## config.mk

```make
export PLATFORM = sky130hd
export DESIGN_NAME = uart_cmd_wrapper
export DESIGN_NICKNAME = d
export VERILOG_FILES = /design/src/rtl/uart_cmd_wrapper.sv
export SDC_FILE = /design/constraint.sdc
export NUM_CORES = 1
export LEC_CHECK = 0
export BUFFER_PORTS_ARGS = -buffer_cell sky130_fd_sc_hd__buf_2
export CAP_MARGIN = 30
export CORE_AREA = 3 3 58 71
export CTS_CLUSTER_DIAMETER = 40
export DETAILED_ROUTE_END_ITERATION = 16
export DIE_AREA = 0 0 61 74
export PLACE_DENSITY = 0.7
export SLEW_MARGIN = 20
export SYNTH_ARGS = -nofsm -noshare
export SYNTH_HDL_FRONTEND = slang
export SYNTH_SLANG_ARGS = --single-unit
```

## constraint.sdc

```tcl
create_clock -name clk -period 1.4 [get_ports clk]
set_input_delay 0.14 -clock clk [delete_from_list [all_inputs] [get_ports clk]]
set_output_delay 0.14 -clock clk [all_outputs]
set_load 0.02 [all_outputs]
```

## src/rtl/uart_cmd_wrapper.sv

```systemverilog
// Assembles 16-bit commands from pairs of UART bytes (high first) and forwards response bytes to the transmitter.
// Optional inter-byte timeout compiled in with `define UART_CMD_WRAPPER_TIMEOUT_EN.
module uart_cmd_wrapper #(
  parameter int TIMEOUT_CYCLES = 1_000_000
) (
  input  logic        clk,
  input  logic        rst_n,
  input  logic        rx_rdy,
  input  logic [7:0]  rx_data,
  output logic        clr_rx_rdy,
  output logic [15:0] cmd,
  output logic        cmd_rdy,
  input  logic        clr_cmd_rdy,
  input  logic        send_resp,
  input  logic [7:0]  resp,
  output logic        trmt,
  output logic [7:0]  tx_data,
  input  logic        tx_done,
  output logic        resp_sent,
  output logic [1:0]  dbg_state
);

  // Handshakes: rx_rdy/clr_rx_rdy - a byte is consumed exactly once by a one-cycle clr_rx_rdy pulse;
  // cmd_rdy/clr_cmd_rdy - cmd is held until acknowledged; send_resp/trmt and tx_done/resp_sent are pulses.

  typedef enum logic {IDLE = 1'b0, WAIT_LO = 1'b1} rx_state_t;
  typedef enum logic {TX_IDLE = 1'b0, TX_BUSY = 1'b1} tx_state_t;

  rx_state_t  rx_state, rx_next;
  tx_state_t  tx_state, tx_next;
  logic [7:0] hi_byte;
  logic       byte_ok;
  logic       take_hi;
  logic       take_lo;
  logic       cmd_pend;
  logic       timed_out;
  logic       start_tx;
  logic       finish_tx;

  // The receiver still shows the consumed byte while our pulse is high, so never take it twice.
  assign byte_ok = rx_rdy & ~clr_rx_rdy;

`ifdef UART_CMD_WRAPPER_TIMEOUT_EN
  localparam int CW = (TIMEOUT_CYCLES > 1) ? $clog2(TIMEOUT_CYCLES) : 1;
  logic [CW-1:0] to_cnt;

  always_ff @(posedge clk or negedge rst_n) begin
    if (!rst_n) begin
      to_cnt <= '0;
    end else if (rx_state == WAIT_LO && rx_next == WAIT_LO) begin
      to_cnt <= to_cnt + CW'(1);
    end else begin
      to_cnt <= '0;
    end
  end

  assign timed_out = (rx_state == WAIT_LO) && !byte_ok && (to_cnt == CW'(TIMEOUT_CYCLES - 1));
`else
  // Without the timeout the parameter has no effect and WAIT_LO waits indefinitely.
  assign timed_out = (TIMEOUT_CYCLES < 0);
`endif

  // ---------------- receive FSM ----------------
  always_ff @(posedge clk or negedge rst_n) begin
    if (!rst_n) begin
      rx_state <= IDLE;
    end else begin
      rx_state <= rx_next;
    end
  end

  always_comb begin
    rx_next = rx_state;
    case (rx_state)
      IDLE:    if (byte_ok) rx_next = WAIT_LO;
      WAIT_LO: if (byte_ok || timed_out) rx_next = IDLE;
      default: rx_next = IDLE;
    endcase
  end

  always_comb begin
    take_hi = (rx_state == IDLE) && byte_ok;
    take_lo = (rx_state == WAIT_LO) && byte_ok;
  end

  always_ff @(posedge clk or negedge rst_n) begin
    if (!rst_n) begin
      hi_byte    <= 8'h00;
      cmd        <= 16'h0000;
      cmd_pend   <= 1'b0;
      cmd_rdy    <= 1'b0;
      clr_rx_rdy <= 1'b0;
    end else begin
      clr_rx_rdy <= take_hi | take_lo;
      cmd_pend   <= take_lo;
      if (take_hi) hi_byte <= rx_data;
      if (take_lo) cmd <= {hi_byte, rx_data};
      // A completing command wins over a simultaneous acknowledge.
      if (cmd_pend) begin
        cmd_rdy <= 1'b1;
      end else if (take_hi || clr_cmd_rdy) begin
        cmd_rdy <= 1'b0;
      end
    end
  end

  // ---------------- transmit FSM ----------------
  always_ff @(posedge clk or negedge rst_n) begin
    if (!rst_n) begin
      tx_state <= TX_IDLE;
    end else begin
      tx_state <= tx_next;
    end
  end

  always_comb begin
    tx_next = tx_state;
    case (tx_state)
      TX_IDLE: if (send_resp) tx_next = TX_BUSY;
      TX_BUSY: if (tx_done) tx_next = TX_IDLE;
      default: tx_next = TX_IDLE;
    endcase
  end

  always_comb begin
    start_tx  = (tx_state == TX_IDLE) && send_resp;
    finish_tx = (tx_state == TX_BUSY) && tx_done;
  end

  always_ff @(posedge clk or negedge rst_n) begin
    if (!rst_n) begin
      trmt      <= 1'b0;
      resp_sent <= 1'b0;
      tx_data   <= 8'h00;
    end else begin
      trmt      <= start_tx;
      resp_sent <= finish_tx;
      if (start_tx) tx_data <= resp;
    end
  end

  assign dbg_state = {tx_state == TX_BUSY, rx_state == WAIT_LO};

endmodule
```

==> impl_table.tex, run 1 <==
\begin{tabular}{lr}
\hline
Metric & Value \\
\hline
\multicolumn{2}{l}{\textbf{Status}} \\
Run status & complete, no violations \\
\multicolumn{2}{l}{\textbf{Timing}} \\
Final period demand of the worst path & between 1000 and 1500 ps \\
Final worst-path setup slack & slightly below 60 ps \\
Maximum clock frequency & around 750 MHz \\
Setup-violating endpoint count in the final report & 0 \\
Post-Route Skew & about 12 ps \\
Final Cycle Share & 95.8\% \\
Number of hold violations in the final report & 0 \\
Number of max-slew violations in the final report & 0 \\
Sum of negative setup slack & 0 ps \\
Worst Tran Pin Value & around 470 ps \\
Slew HR & about two thirds \\
\multicolumn{2}{l}{\textbf{Clocking}} \\
TritonCTS Sinks & 39 \\
Setup fix buffers added after clock tree synthesis & 0 \\
Worst skew pair latency & a little under 300 ps \\
Clock tree buffer depth & 2 \\
Clock H-tree levels & 2 \\
Number of CTS-inserted buffers & 5 \\
Root cell of the clock tree & sky130\_fd\_sc\_hd\_\_clkbuf\_8 \\
Post-CTS clock slew at the launch and capture registers of the worst setup and hold paths & roughly 80 ps \\
CTS tree & done \\
\multicolumn{2}{l}{\textbf{Logic synthesis}} \\
Number of enable flip-flop cells after synthesis & 0 \\
Synthesized area & 1540 um2 \\
Most frequent cell after synthesis & sky130\_fd\_sc\_hd\_\_dfrtp\_1 \\
Area share of the largest cell type after synthesis & 63.4\% \\
Number of unique standard cell types used by synthesis & 14 \\
Number of standard cells after synthesis & roughly 90 \\
Cell taking the most area after synthesis & sky130\_fd\_sc\_hd\_\_dfrtp\_1 \\
Dominant cells by area after synthesis & sky130\_fd\_sc\_hd\_\_dfrtp\_1, sky130\_fd\_sc\_hd\_\_mux2\_4, sky130\_fd\_sc\_hd\_\_mux2\_2 \\
Flip-flop and latch count after synthesis & 39 \\
Most frequent cells after synthesis & sky130\_fd\_sc\_hd\_\_dfrtp\_1, sky130\_fd\_sc\_hd\_\_mux2\_4, sky130\_fd\_sc\_hd\_\_mux2\_2 \\
Ys async rst share & between 90\% and 100\% \\
Number of nets in the synthesized netlist & between 100 and 150 \\
Post-synthesis area per instance & 17.3 um2 \\
Count of yosys warnings during synthesis & 0 \\
Most common flop cell mapped by yosys & sky130\_fd\_sc\_hd\_\_dfrtp\_1 \\
Sequential fraction of the synthesis area & approximately 63\% \\
\multicolumn{2}{l}{\textbf{Setup path}} \\
Worst endpoint required time & 1560 ps \\
Number of cells on the worst reg-to-reg path & 4 \\
R2r setup slk & approximately 59 ps \\
R2R Path Start & clr\_rx\_rdy \\
Critical Path Source & clr\_rx\_rdy \\
End point of the critical path & hi\_byte[2] \\
Setup Crit Path Kind & flop to flop \\
Worst Setup Start Kind & flop \\
Maximum fanout along the worst path & 5 \\
Worst EP arrival & 1510 ps \\
Endpoint of the most critical register-to-register path & hi\_byte[2] \\
Crit. End Element & flop \\
\multicolumn{2}{l}{\textbf{GRT}} \\
Number of global-route vias before repair & 911 \\
First-pass GRT wire length & between 4000 and 5000 um \\
Number of antenna violations at the first check in global routing & 0 \\
All-layer global routing usage & 12.8\% \\
Pin count of the biggest net entering global routing & 40 \\
Grt total ovfl & 0 \\
\multicolumn{2}{l}{\textbf{Place}} \\
Number of placed instances with taps included & approximately 180 \\
Worst-case setup slack after placement & 23.6 ps \\
Port Buffers & 51 \\
Detailed Place HPWL & 1800 um \\
Post-DP Area & between 1500 and 2000 um2 \\
GPL Wtd Cong & approximately 0.62 \\
\multicolumn{2}{l}{\textbf{Drt}} \\
Number of detailed-routing iterations run before antenna repair & 2 \\
Average routed wire per standard cell & 13.9 um \\
Final wirelength & around 2600 um \\
Vias after detailed routing & 908 \\
Via density & $\sim$4.9 \\
Final antenna-violating net count & 0 \\
DRC viols & 0 \\
DRC violation total after the first TritonRoute iteration & 20 \\
\multicolumn{2}{l}{\textbf{Floorplan}} \\
Core Area & between 3000 and 4000 um2 \\
Num rows & 24 \\
Die outline height & roughly 74 um \\
X dimension of the die & between 60 and 70 um \\
Top-Level Pins & between 50 and 60 \\
Die area & approximately 4500 um2 \\
Initial cell density of the core & between 40\% and 50\% \\
\multicolumn{2}{l}{\textbf{Final layout}} \\
Net count, final & roughly 170 \\
Layout area overhead & 30.3\% \\
Diodes inserted & 0 \\
Ratio of cells with drive above 1 in the final layout & approximately 69\% \\
Non-filler instance count after layout & between 150 and 200 \\
Final std cell area, no fill & roughly 2000 um2 \\
\multicolumn{2}{l}{\textbf{Min path}} \\
Hold Crit Class & input port to flop \\
Cell count of the worst hold path & 2 \\
HP Start & resp[2] \\
\multicolumn{2}{l}{\textbf{Pwr}} \\
Ratio of total power to cell area & between 2000 and 2500 nW/um2 \\
Leak Pwr & about 1 nW \\
Total design power & 4.64 mW \\
Maximum resistive drop on vdd & 0.00107 V \\
\multicolumn{2}{l}{\textbf{Run}} \\
Reported max-cap violation count & 0 \\
\hline
\end{tabular}
[what timing repair did]
| item | in CTS | in global routing |
|---|---|---|
| resized for setup | 0 | 3 |
| endpoints found under the setup margin | 0 | 16 |
| endpoints found under the hold margin | 39 | 0 |
| hold buffers | 1 | 0 |
[registers in the layout, indices dropped and copies added (netlist names)]
name	cells
hi_byte	8
cmd_pend	1
tx_data	8
clr_rx_rdy	1
resp_sent	1
tx_state	1
trmt	1
cmd_rdy	1
cmd	16
rx_state	1
[worst max-delay path, stage by stage, from the launching register on]
cell                      delay [ps]
sky130_fd_sc_hd__dfrtp_2         430
sky130_fd_sc_hd__nor2b_4         140
sky130_fd_sc_hd__ha_1            170
sky130_fd_sc_hd__buf_4           150
sky130_fd_sc_hd__mux2_2          330
[how the worst min path moves through the flow]
stage / endpoint
final: tx_data[2]
after global routing: tx_data[7]
after CTS: tx_data[2]
after detailed placement: cmd[14]
after global placement: cmd[14]
after floorplan: clr_rx_rdy
[per-stage QoR]
stage	utilization, %	hold slack [ps]
3_3_place_gp	51.4	205
6_report	56.1	87.8
2_1_floorplan	-	-156
4_1_cts	54.9	73.9
5_1_grt	56.1	75.7
3_5_place_dp	51.4	221
[cells in the final DEF, fill, tap and decap left out, types with 2 or more instances in the layout]
| cell type | Yosys | final |
|---|---|---|
| sky130_fd_sc_hd__nor2_1 | 3 | 3 |
| sky130_fd_sc_hd__mux2_2 | 15 | 15 |
| sky130_fd_sc_hd__inv_1 | 2 | 2 |
| sky130_fd_sc_hd__mux2_4 | 17 | 17 |
| sky130_fd_sc_hd__nor2b_4 | 1 | 2 |
| sky130_fd_sc_hd__dfrtp_1 | 39 | 38 |
| sky130_fd_sc_hd__buf_4 | 2 | 3 |
| sky130_fd_sc_hd__buf_2 | 1 | 51 |
| sky130_fd_sc_hd__clkbuf_8 | 0 | 6 |
[per-layer routing]
layer  track usage (%)  wire length, um
met1              16.0             1150
met2              19.0             1170
met3              6.25              258
met4              5.06               34
met5                 0                0
[cell families after synthesis]
group	share of synthesized area [%]
adders and majority gates	1.63
AOI/OAI and AO/OA	0.488
muxes	27.6
DFF	63.4
and+or+nand+nor	2.93
buffers and inverters	3.98
[where the power goes]
| part | internal [mW] | switching, mW |
|---|---|---|
| Clock | 0.576 | 0.363 |
| Combinational | 0.948 | 0.895 |
| Sequential | 1.61 | 0.248 |
[cell type report]
type                       count  area, um2
inverter                       2       7.51
tap                           39       48.8
sequential                    39        977
multi-input combinational     42        522
clock inverter                 2       35.0
clock buffer                   6       82.6
fill                         291       1570
timing repair buffer          57        333
(Power assumes the default switching activity.)
==> run 2, diff against run 1 <==
ABC_AREA = 1   (was not set)
CORE_AREA = 3 3 57 72   (was 3 3 58 71)
DIE_AREA = 0 0 60 75   (was 0 0 61 74)
PLACE_DENSITY = 0.69   (was 0.7)
==> run 2 against run 1 <==
Critical path depth increased by 1. Wire length is 1.4% higher. Hold slack worse by 18 ps. Worst setup slack better by 130 ps. Utilization decreased by 1.7 points. Sequential power decreased by 5%.
==> impl_table.tex, run 2 <==
\begin{tabular}{lr}
\hline
Metric & Value \\
\hline
\multicolumn{2}{l}{\textbf{Drt}} \\
DRC violation total after the first TritonRoute iteration & 23 (was 20) \\
Via density & 4.43 (was 4.86) \\
Number of detailed-routing iterations run before antenna repair & 4 (was 2) \\
Final antenna-violating net count & 0 (unchanged) \\
Vias after detailed routing & 1122 (was 908) \\
Average routed wire per standard cell & 10.5 um (was 13.9 um) \\
DRC viols & 0 (unchanged) \\
Final wirelength & 2650 um (was 2610 um) \\
\multicolumn{2}{l}{\textbf{Timing}} \\
Final period demand of the worst path & 1210 ps (was 1340 ps) \\
Final worst hold slack & 69.4 ps (was 87.8 ps) \\
Final Cycle Share & 86.4\% (was 95.8\%) \\
Maximum clock frequency & 826 MHz (was 745 MHz) \\
Final worst-path setup slack & 190 ps (was 58.6 ps) \\
Setup repair after global routing missed its margin & no \\
Setup-violating endpoint count in the final report & 0 (unchanged) \\
Number of max-slew violations in the final report & 0 (unchanged) \\
Worst Tran Pin Value & 466 ps (was 471 ps) \\
Post-Route Skew & 2.19 ps (was 11.5 ps) \\
Sum of negative setup slack & 0 ps (unchanged) \\
Number of hold violations in the final report & 0 (unchanged) \\
Slew HR & 69.0\% (was 68.6\%) \\
\multicolumn{2}{l}{\textbf{Final layout}} \\
Top register by number of flip-flops & cmd (unchanged) \\
Top library cells by usage in the layout, fill and taps aside & sky130\_fd\_sc\_hd\_\_nand2\_1, sky130\_fd\_sc\_hd\_\_buf\_2, sky130\_fd\_sc\_hd\_\_dfrtp\_1 (was sky130\_fd\_sc\_hd\_\_buf\_2, sky130\_fd\_sc\_hd\_\_dfrtp\_1, sky130\_fd\_sc\_hd\_\_mux2\_4) \\
Net count, final & 238 (was 171) \\
Layout area overhead & 26.2\% (was 30.3\%) \\
Ratio of cells with drive above 1 in the final layout & 30.8\% (was 68.9\%) \\
Largest register FFs & 16 (unchanged) \\
Total area of sequential cells & 976 um2 (was 977 um2) \\
Diodes inserted & 0 (unchanged) \\
Utilization of the core after routing & 54.5\% (was 56.1\%) \\
Leading cell type in the layout, fill and taps excluded & sky130\_fd\_sc\_hd\_\_nand2\_1 (was sky130\_fd\_sc\_hd\_\_buf\_2) \\
Top Registers & cmd: 16 flops, hi\_byte: 8 flops, tx\_data: 8 flops (unchanged) \\
Multi-input gate area & 394 um2 (was 522 um2) \\
Filler cell count in the final layout & 351 (was 291) \\
\multicolumn{2}{l}{\textbf{Floorplan}} \\
Core Area & 3480 um2 (was 3570 um2) \\
X dimension of the die & 60 um (was 61 um) \\
Num rows & 24 (unchanged) \\
Initial cell density of the core & 43.1\% (about the same) \\
Die area & 4500 um2 (was 4510 um2) \\
Die outline height & 75 um (was 74 um) \\
Top-Level Pins & 52 (unchanged) \\
\multicolumn{2}{l}{\textbf{Run}} \\
Reported max-cap violation count & 0 (unchanged) \\
\multicolumn{2}{l}{\textbf{Place}} \\
Port Buffers & 51 (unchanged) \\
Detailed Place HPWL & 2020 um (was 1800 um) \\
GPL Wtd Cong & 0.699 (was 0.615) \\
Worst-case setup slack after placement & 157 ps (was 23.6 ps) \\
\multicolumn{2}{l}{\textbf{Clocking}} \\
Worst skew pair latency & 280 ps (was 290 ps) \\
TritonCTS Sinks & 39 (unchanged) \\
Number of CTS-inserted buffers & 5 (unchanged) \\
Setup fix buffers added after clock tree synthesis & 0 (unchanged) \\
Clock tree buffer depth & 2 (unchanged) \\
Post-CTS clock slew at the launch and capture registers of the worst setup and hold paths & 70 ps (was 80 ps) \\
Clock H-tree levels & 2 (unchanged) \\
Root cell of the clock tree & sky130\_fd\_sc\_hd\_\_clkbuf\_8 (unchanged) \\
CTS tree & done (unchanged) \\
\multicolumn{2}{l}{\textbf{Logic synthesis}} \\
Number of unique standard cell types used by synthesis & 14 (unchanged) \\
Area share of the largest cell type after synthesis & 64.9\% (was 63.4\%) \\
Ys async rst share & 100\% (unchanged) \\
Number of enable flip-flop cells after synthesis & 0 (unchanged) \\
Number of standard cells after synthesis & 159 (was 89) \\
Most frequent cell after synthesis & sky130\_fd\_sc\_hd\_\_nand2\_1 (was sky130\_fd\_sc\_hd\_\_dfrtp\_1) \\
Sequential fraction of the synthesis area & 64.9\% (was 63.4\%) \\
Most frequent cells after synthesis & sky130\_fd\_sc\_hd\_\_nand2\_1, sky130\_fd\_sc\_hd\_\_dfrtp\_1, sky130\_fd\_sc\_hd\_\_inv\_1 (was sky130\_fd\_sc\_hd\_\_dfrtp\_1, sky130\_fd\_sc\_hd\_\_mux2\_4, sky130\_fd\_sc\_hd\_\_mux2\_2) \\
Dominant cells by area after synthesis & sky130\_fd\_sc\_hd\_\_dfrtp\_1, sky130\_fd\_sc\_hd\_\_nand2\_1, sky130\_fd\_sc\_hd\_\_inv\_1 (was sky130\_fd\_sc\_hd\_\_dfrtp\_1, sky130\_fd\_sc\_hd\_\_mux2\_4, sky130\_fd\_sc\_hd\_\_mux2\_2) \\
Count of yosys warnings during synthesis & 0 (unchanged) \\
Post-synthesis area per instance & 9.45 um2 (was 17.3 um2) \\
Synthesized area & 1500 um2 (was 1540 um2) \\
Flip-flop and latch count after synthesis & 39 (unchanged) \\
Most common flop cell mapped by yosys & sky130\_fd\_sc\_hd\_\_dfrtp\_1 (unchanged) \\
Cell taking the most area after synthesis & sky130\_fd\_sc\_hd\_\_dfrtp\_1 (unchanged) \\
Number of nets in the synthesized netlist & 183 (was 113) \\
\multicolumn{2}{l}{\textbf{Setup path}} \\
Top delay family on crit path & flip-flops (unchanged) \\
Worst endpoint required time & 1610 ps (was 1560 ps) \\
Worst EP arrival & 1420 ps (was 1510 ps) \\
Crit-path cells & nor2\_1, ha\_2, buf\_12, nor2\_1, a21oi\_1 (was nor2b\_4, ha\_1, buf\_4, mux2\_2) \\
Dominant cell type by count on the critical path & sky130\_fd\_sc\_hd\_\_nor2\_1 \\
Slowest-stage cell, CP & sky130\_fd\_sc\_hd\_\_dfrtp\_1 (was sky130\_fd\_sc\_hd\_\_dfrtp\_2) \\
Maximum fanout along the worst path & 30 (was 5) \\
Setup Crit Path Kind & flop to flop (unchanged) \\
Number of buffers and inverters on the critical path & 1 (unchanged) \\
Slowest cell delay on critical path & 370 ps (was 430 ps) \\
Crit. End Element & flop (unchanged) \\
R2r setup slk & 190 ps (was 60 ps) \\
Worst Setup Start Kind & flop (unchanged) \\
\multicolumn{2}{l}{\textbf{Status}} \\
Run status & complete, no violations (unchanged) \\
\multicolumn{2}{l}{\textbf{Pwr}} \\
Leak Pwr & 1.07 nW (was 1.01 nW) \\
Ratio of total power to cell area & 2050 nW/um2 (was 2310 nW/um2) \\
Maximum resistive drop on vdd & 0.00125 V (was 0.00107 V) \\
\multicolumn{2}{l}{\textbf{GRT}} \\
First-pass GRT wire length & 4400 um (was 4230 um) \\
Pin count of the biggest net entering global routing & 40 (unchanged) \\
Grt total ovfl & 0 (unchanged) \\
Number of antenna violations at the first check in global routing & 0 (unchanged) \\
All-layer global routing usage & 13.3\% (was 12.8\%) \\
Number of global-route vias before repair & 1074 (was 911) \\
\multicolumn{2}{l}{\textbf{Min path}} \\
Hold Crit Class & input port to flop (unchanged) \\
\hline
\end{tabular}
-- run 2: worst paths after layout --
path                            start         to  cells after the start
max                        clr_rx_rdy    cmd[15]                      5
min                           tx_done  resp_sent                      3
max reg2reg                clr_rx_rdy    cmd[15]                      5
min reg2reg                  cmd_pend    cmd_rdy                      2
max in group asynchronous       rst_n       trmt                      3
min in group asynchronous       rst_n     cmd[1]                      3
-- run 2: metrics by stage --
step / instances / cell area, um2 / power [mW]
after floorplan: 159 / 1500 / 2.71
after global placement: 245 / 1790 / 3.16
after detailed placement: 245 / 1790 / 3.20
after CTS: 253 / 1890 / 3.95
after global routing: 253 / 1900 / 4.21
final: 253 / 1900 / 3.89
-- run 2: area by class of cell --
cell class	count	share of cell area, %
inverters	24	4.75
clock buffers	6	4.35
flip-flops and latches	39	51.5
clock inverters	1	0.264
multi-input cells	89	20.8
well taps	39	2.57
repair buffers	55	15.8
-- run 2: cells by family after synthesis --
group                      synth area share, %
AOI/OAI and AO/OA                         5.99
adders and majority gates                 1.67
buffers and inverters                     9.16
DFF                                       64.9
and+or+nand+nor                           18.2
-- run 2: repair_timing --
item,4_1_cts,5_1_grt
hold buffers,1,0
resized for setup,0,2
endpoints found under the setup margin,0,7
endpoints found under the hold margin,39,0
-- run 2: worst register-to-register path, cell delays in order (launching register included) --
cell and delay (ps):
sky130_fd_sc_hd__dfrtp_1 370, sky130_fd_sc_hd__nor2_1 170, sky130_fd_sc_hd__ha_2 270, sky130_fd_sc_hd__buf_12 170
sky130_fd_sc_hd__nor2_1 60, sky130_fd_sc_hd__a21oi_1 100
-- run 2: power breakdown --
group | internal (mW) | total (mW) | switching (mW)
clock | 0.386 | 0.732 | 0.346
combinational | 0.494 | 1.40 | 0.906
sequential | 1.56 | 1.76 | 0.199
total | 2.44 | 3.89 | 1.45
-- run 2: routing by layer --
layer  up-vias  part of all wire [%]  track usage, %
met3         0                   7.2            5.49
met5         -                     0               0
met4         0                     0            4.43
met1       502                    41            14.9
li1        584                     -               -
met2        36                    51            22.6
==> run 3, diff against run 2 <==
MAX_ROUTING_LAYER = met4   (was not set)
==> run 3 against run 2 <==
Clock skew about the same. Worst setup slack gained 1.3 ps. Combinational power hardly changed. Highest routed layer unchanged. Cell area stayed put. Non-clock buffer count is the same. Critical path type unchanged. Maximum frequency up 0.11%. Die area did not move. Utilization unchanged.
==> impl_table.tex, run 3 (synthesis results as in run 2) <==
\begin{tabular}{lr}
\hline
Metric & Value \\
\hline
\multicolumn{2}{l}{\textbf{Clocking}} \\
Worst skew pair latency & 280 ps (about the same) \\
Setup fix buffers added after clock tree synthesis & 0 (unchanged) \\
Clock H-tree levels & 2 (unchanged) \\
Post-CTS clock slew at the launch and capture registers of the worst setup and hold paths & 70 ps (about the same) \\
Number of CTS-inserted buffers & 5 (unchanged) \\
Clock tree buffer depth & 2 (unchanged) \\
Root cell of the clock tree & sky130\_fd\_sc\_hd\_\_clkbuf\_8 (unchanged) \\
CTS tree & done (unchanged) \\
TritonCTS Sinks & 39 (unchanged) \\
\multicolumn{2}{l}{\textbf{Final layout}} \\
Diodes inserted & 0 (unchanged) \\
Leading cell type in the layout, fill and taps excluded & sky130\_fd\_sc\_hd\_\_nand2\_1 (unchanged) \\
Non-filler instance count after layout & 253 (unchanged) \\
Top library cells by usage in the layout, fill and taps aside & sky130\_fd\_sc\_hd\_\_nand2\_1, sky130\_fd\_sc\_hd\_\_buf\_2, sky130\_fd\_sc\_hd\_\_dfrtp\_1 (unchanged) \\
Largest register FFs & 16 (unchanged) \\
Top Registers & cmd: 16 flops, hi\_byte: 8 flops, tx\_data: 8 flops (unchanged) \\
Net count, final & 238 (unchanged) \\
Filler cell count in the final layout & 351 (unchanged) \\
Top register by number of flip-flops & cmd (unchanged) \\
Layout area overhead & 26.2\% (unchanged) \\
Ratio of cells with drive above 1 in the final layout & 30.8\% (unchanged) \\
\multicolumn{2}{l}{\textbf{Timing}} \\
Slew HR & 69.0\% (about the same) \\
Setup-violating endpoint count in the final report & 0 (unchanged) \\
Final period demand of the worst path & 1210 ps (about the same) \\
Final Cycle Share & 86.3\% (was 86.4\%) \\
Number of max-slew violations in the final report & 0 (unchanged) \\
Setup repair after global routing missed its margin & no (unchanged) \\
Maximum clock frequency & 827 MHz (was 826 MHz) \\
Worst Tran Pin Value & 466 ps (about the same) \\
Post-Route Skew & 2.18 ps (was 2.19 ps) \\
Number of hold violations in the final report & 0 (unchanged) \\
Sum of negative setup slack & 0 ps (unchanged) \\
\multicolumn{2}{l}{\textbf{Drt}} \\
Via density & 4.43 (unchanged) \\
Average routed wire per standard cell & 10.4 um (was 10.5 um) \\
Vias after detailed routing & 1122 (unchanged) \\
DRC viols & 0 (unchanged) \\
Number of detailed-routing iterations run before antenna repair & 4 (unchanged) \\
DRC violation total after the first TritonRoute iteration & 23 (unchanged) \\
Final wirelength & 2640 um (was 2650 um) \\
Final antenna-violating net count & 0 (unchanged) \\
\multicolumn{2}{l}{\textbf{Setup path}} \\
Worst endpoint required time & 1610 ps (about the same) \\
R2R Path Start & clr\_rx\_rdy (unchanged) \\
Maximum fanout along the worst path & 30 (unchanged) \\
End point of the critical path & cmd[15] (unchanged) \\
R2r setup slk & 190 ps (about the same) \\
Setup Crit Path Kind & flop to flop (unchanged) \\
Number of cells on the worst reg-to-reg path & 5 (unchanged) \\
Worst EP arrival & 1420 ps (about the same) \\
Crit. End Element & flop (unchanged) \\
Endpoint of the most critical register-to-register path & cmd[15] (unchanged) \\
Worst Setup Start Kind & flop (unchanged) \\
Critical Path Source & clr\_rx\_rdy (unchanged) \\
\multicolumn{2}{l}{\textbf{Pwr}} \\
Sequential fraction of design power & 45.2\% (about the same) \\
Total design power & 3.89 mW (about the same) \\
Power dissipated by switching net loads & 1.45 mW (about the same) \\
Relative contribution of combinational cells to total power & 36.0\% (about the same) \\
Ratio of total power to cell area & 2050 nW/um2 (about the same) \\
Clk pwr share & 18.8\% (about the same) \\
Switching Fraction & 37.3\% (about the same) \\
Leak Pwr & 1.07 nW (unchanged) \\
Internal power component & 2.44 mW (about the same) \\
Maximum resistive drop on vdd & 0.00125 V (about the same) \\
\multicolumn{2}{l}{\textbf{GRT}} \\
Pin count of the biggest net entering global routing & 40 (unchanged) \\
Number of antenna violations at the first check in global routing & 0 (unchanged) \\
Number of global-route vias before repair & 1074 (unchanged) \\
Grt total ovfl & 0 (unchanged) \\
First-pass GRT wire length & 4400 um (unchanged) \\
All-layer global routing usage & 13.7\% (was 13.3\%) \\
\multicolumn{2}{l}{\textbf{Min path}} \\
Hold Crit Class & input port to flop (unchanged) \\
Cell count of the worst hold path & 3 (unchanged) \\
\multicolumn{2}{l}{\textbf{Place}} \\
Number of placed instances with taps included & 245 (unchanged) \\
Detailed Place HPWL & 2020 um (unchanged) \\
GPL Wtd Cong & 0.707 (was 0.699) \\
Port Buffers & 51 (unchanged) \\
\multicolumn{2}{l}{\textbf{Floorplan}} \\
Initial cell density of the core & 43.1\% (unchanged) \\
Num rows & 24 (unchanged) \\
X dimension of the die & 60 um (unchanged) \\
Core Area & 3480 um2 (unchanged) \\
Die outline height & 75 um (unchanged) \\
Top-Level Pins & 52 (unchanged) \\
Die area & 4500 um2 (unchanged) \\
\multicolumn{2}{l}{\textbf{Run}} \\
Reported max-cap violation count & 0 (unchanged) \\
\multicolumn{2}{l}{\textbf{Status}} \\
Run status & complete, no violations (unchanged) \\
\hline
\end{tabular}
## run 3: cell counts in the layout (fill, tap and decap cells not counted)
Identical to the previous run, type by type.
## run 3: stage by stage
step                util, %  cell area [um2]  hold slack, ps  setup slack [ps]
detailed placement     51.5             1790             219               157
floorplan                 -             1500            -156               165
global placement       51.5             1790             215               224
finish                 54.5             1900            69.4               191
global route           54.5             1900            63.2              23.5
CTS                    54.3             1890            58.3               149
## run 3: worst max-delay path, stage by stage, from the launching register on
cell and delay (ps):
sky130_fd_sc_hd__dfrtp_1 370, sky130_fd_sc_hd__nor2_1 170, sky130_fd_sc_hd__ha_2 270, sky130_fd_sc_hd__buf_12 170, sky130_fd_sc_hd__nor2_1 60, sky130_fd_sc_hd__a21oi_1 100
## run 3: how the worst min path moves through the flow
stage / startpoint / to / slack [ps]
3_3_place_gp: rst_n / cmd[1] / 210
2_1_floorplan: rst_n / clr_rx_rdy / -160
6_report: tx_done / resp_sent / 70
4_1_cts: tx_done / resp_sent / 60
3_5_place_dp: rst_n / cmd[1] / 220
5_1_grt: tx_done / resp_sent / 60
## run 3: timing repair
item                                    4_1_cts  5_1_grt
endpoints found under the hold margin        39        0
gates resized for setup                       0        2
hold buffers                                  1        0
endpoints found under the setup margin        0        7
## run 3: power groups by stage
stage	sequential [mW]	combinational, mW	clock [mW]
detailed placement	1.78	1.42	0
CTS	1.76	1.43	0.764
finish	1.76	1.40	0.732
global route	1.82	1.58	0.818
floorplan	2.13	0.572	0
global placement	1.78	1.39	0
## run 3: cell type report
cell class / count / area (um2) / share of cell area, %
flip-flops and latches: 39 / 976 / 51.5
multi-input cells: 89 / 394 / 20.8
repair buffers: 55 / 300 / 15.8
inverters: 24 / 90.1 / 4.75
clock buffers: 6 / 82.6 / 4.35
well taps: 39 / 48.8 / 2.57
clock inverters: 1 / 5.00 / 0.264
## run 3: metal layers
metal / share of wire (%) / track usage (%)
met1: 42 / 15.1
met2: 52 / 22.6
met3: 6.7 / 5.15
met4: 0 / 4.43
met5: 0 / -
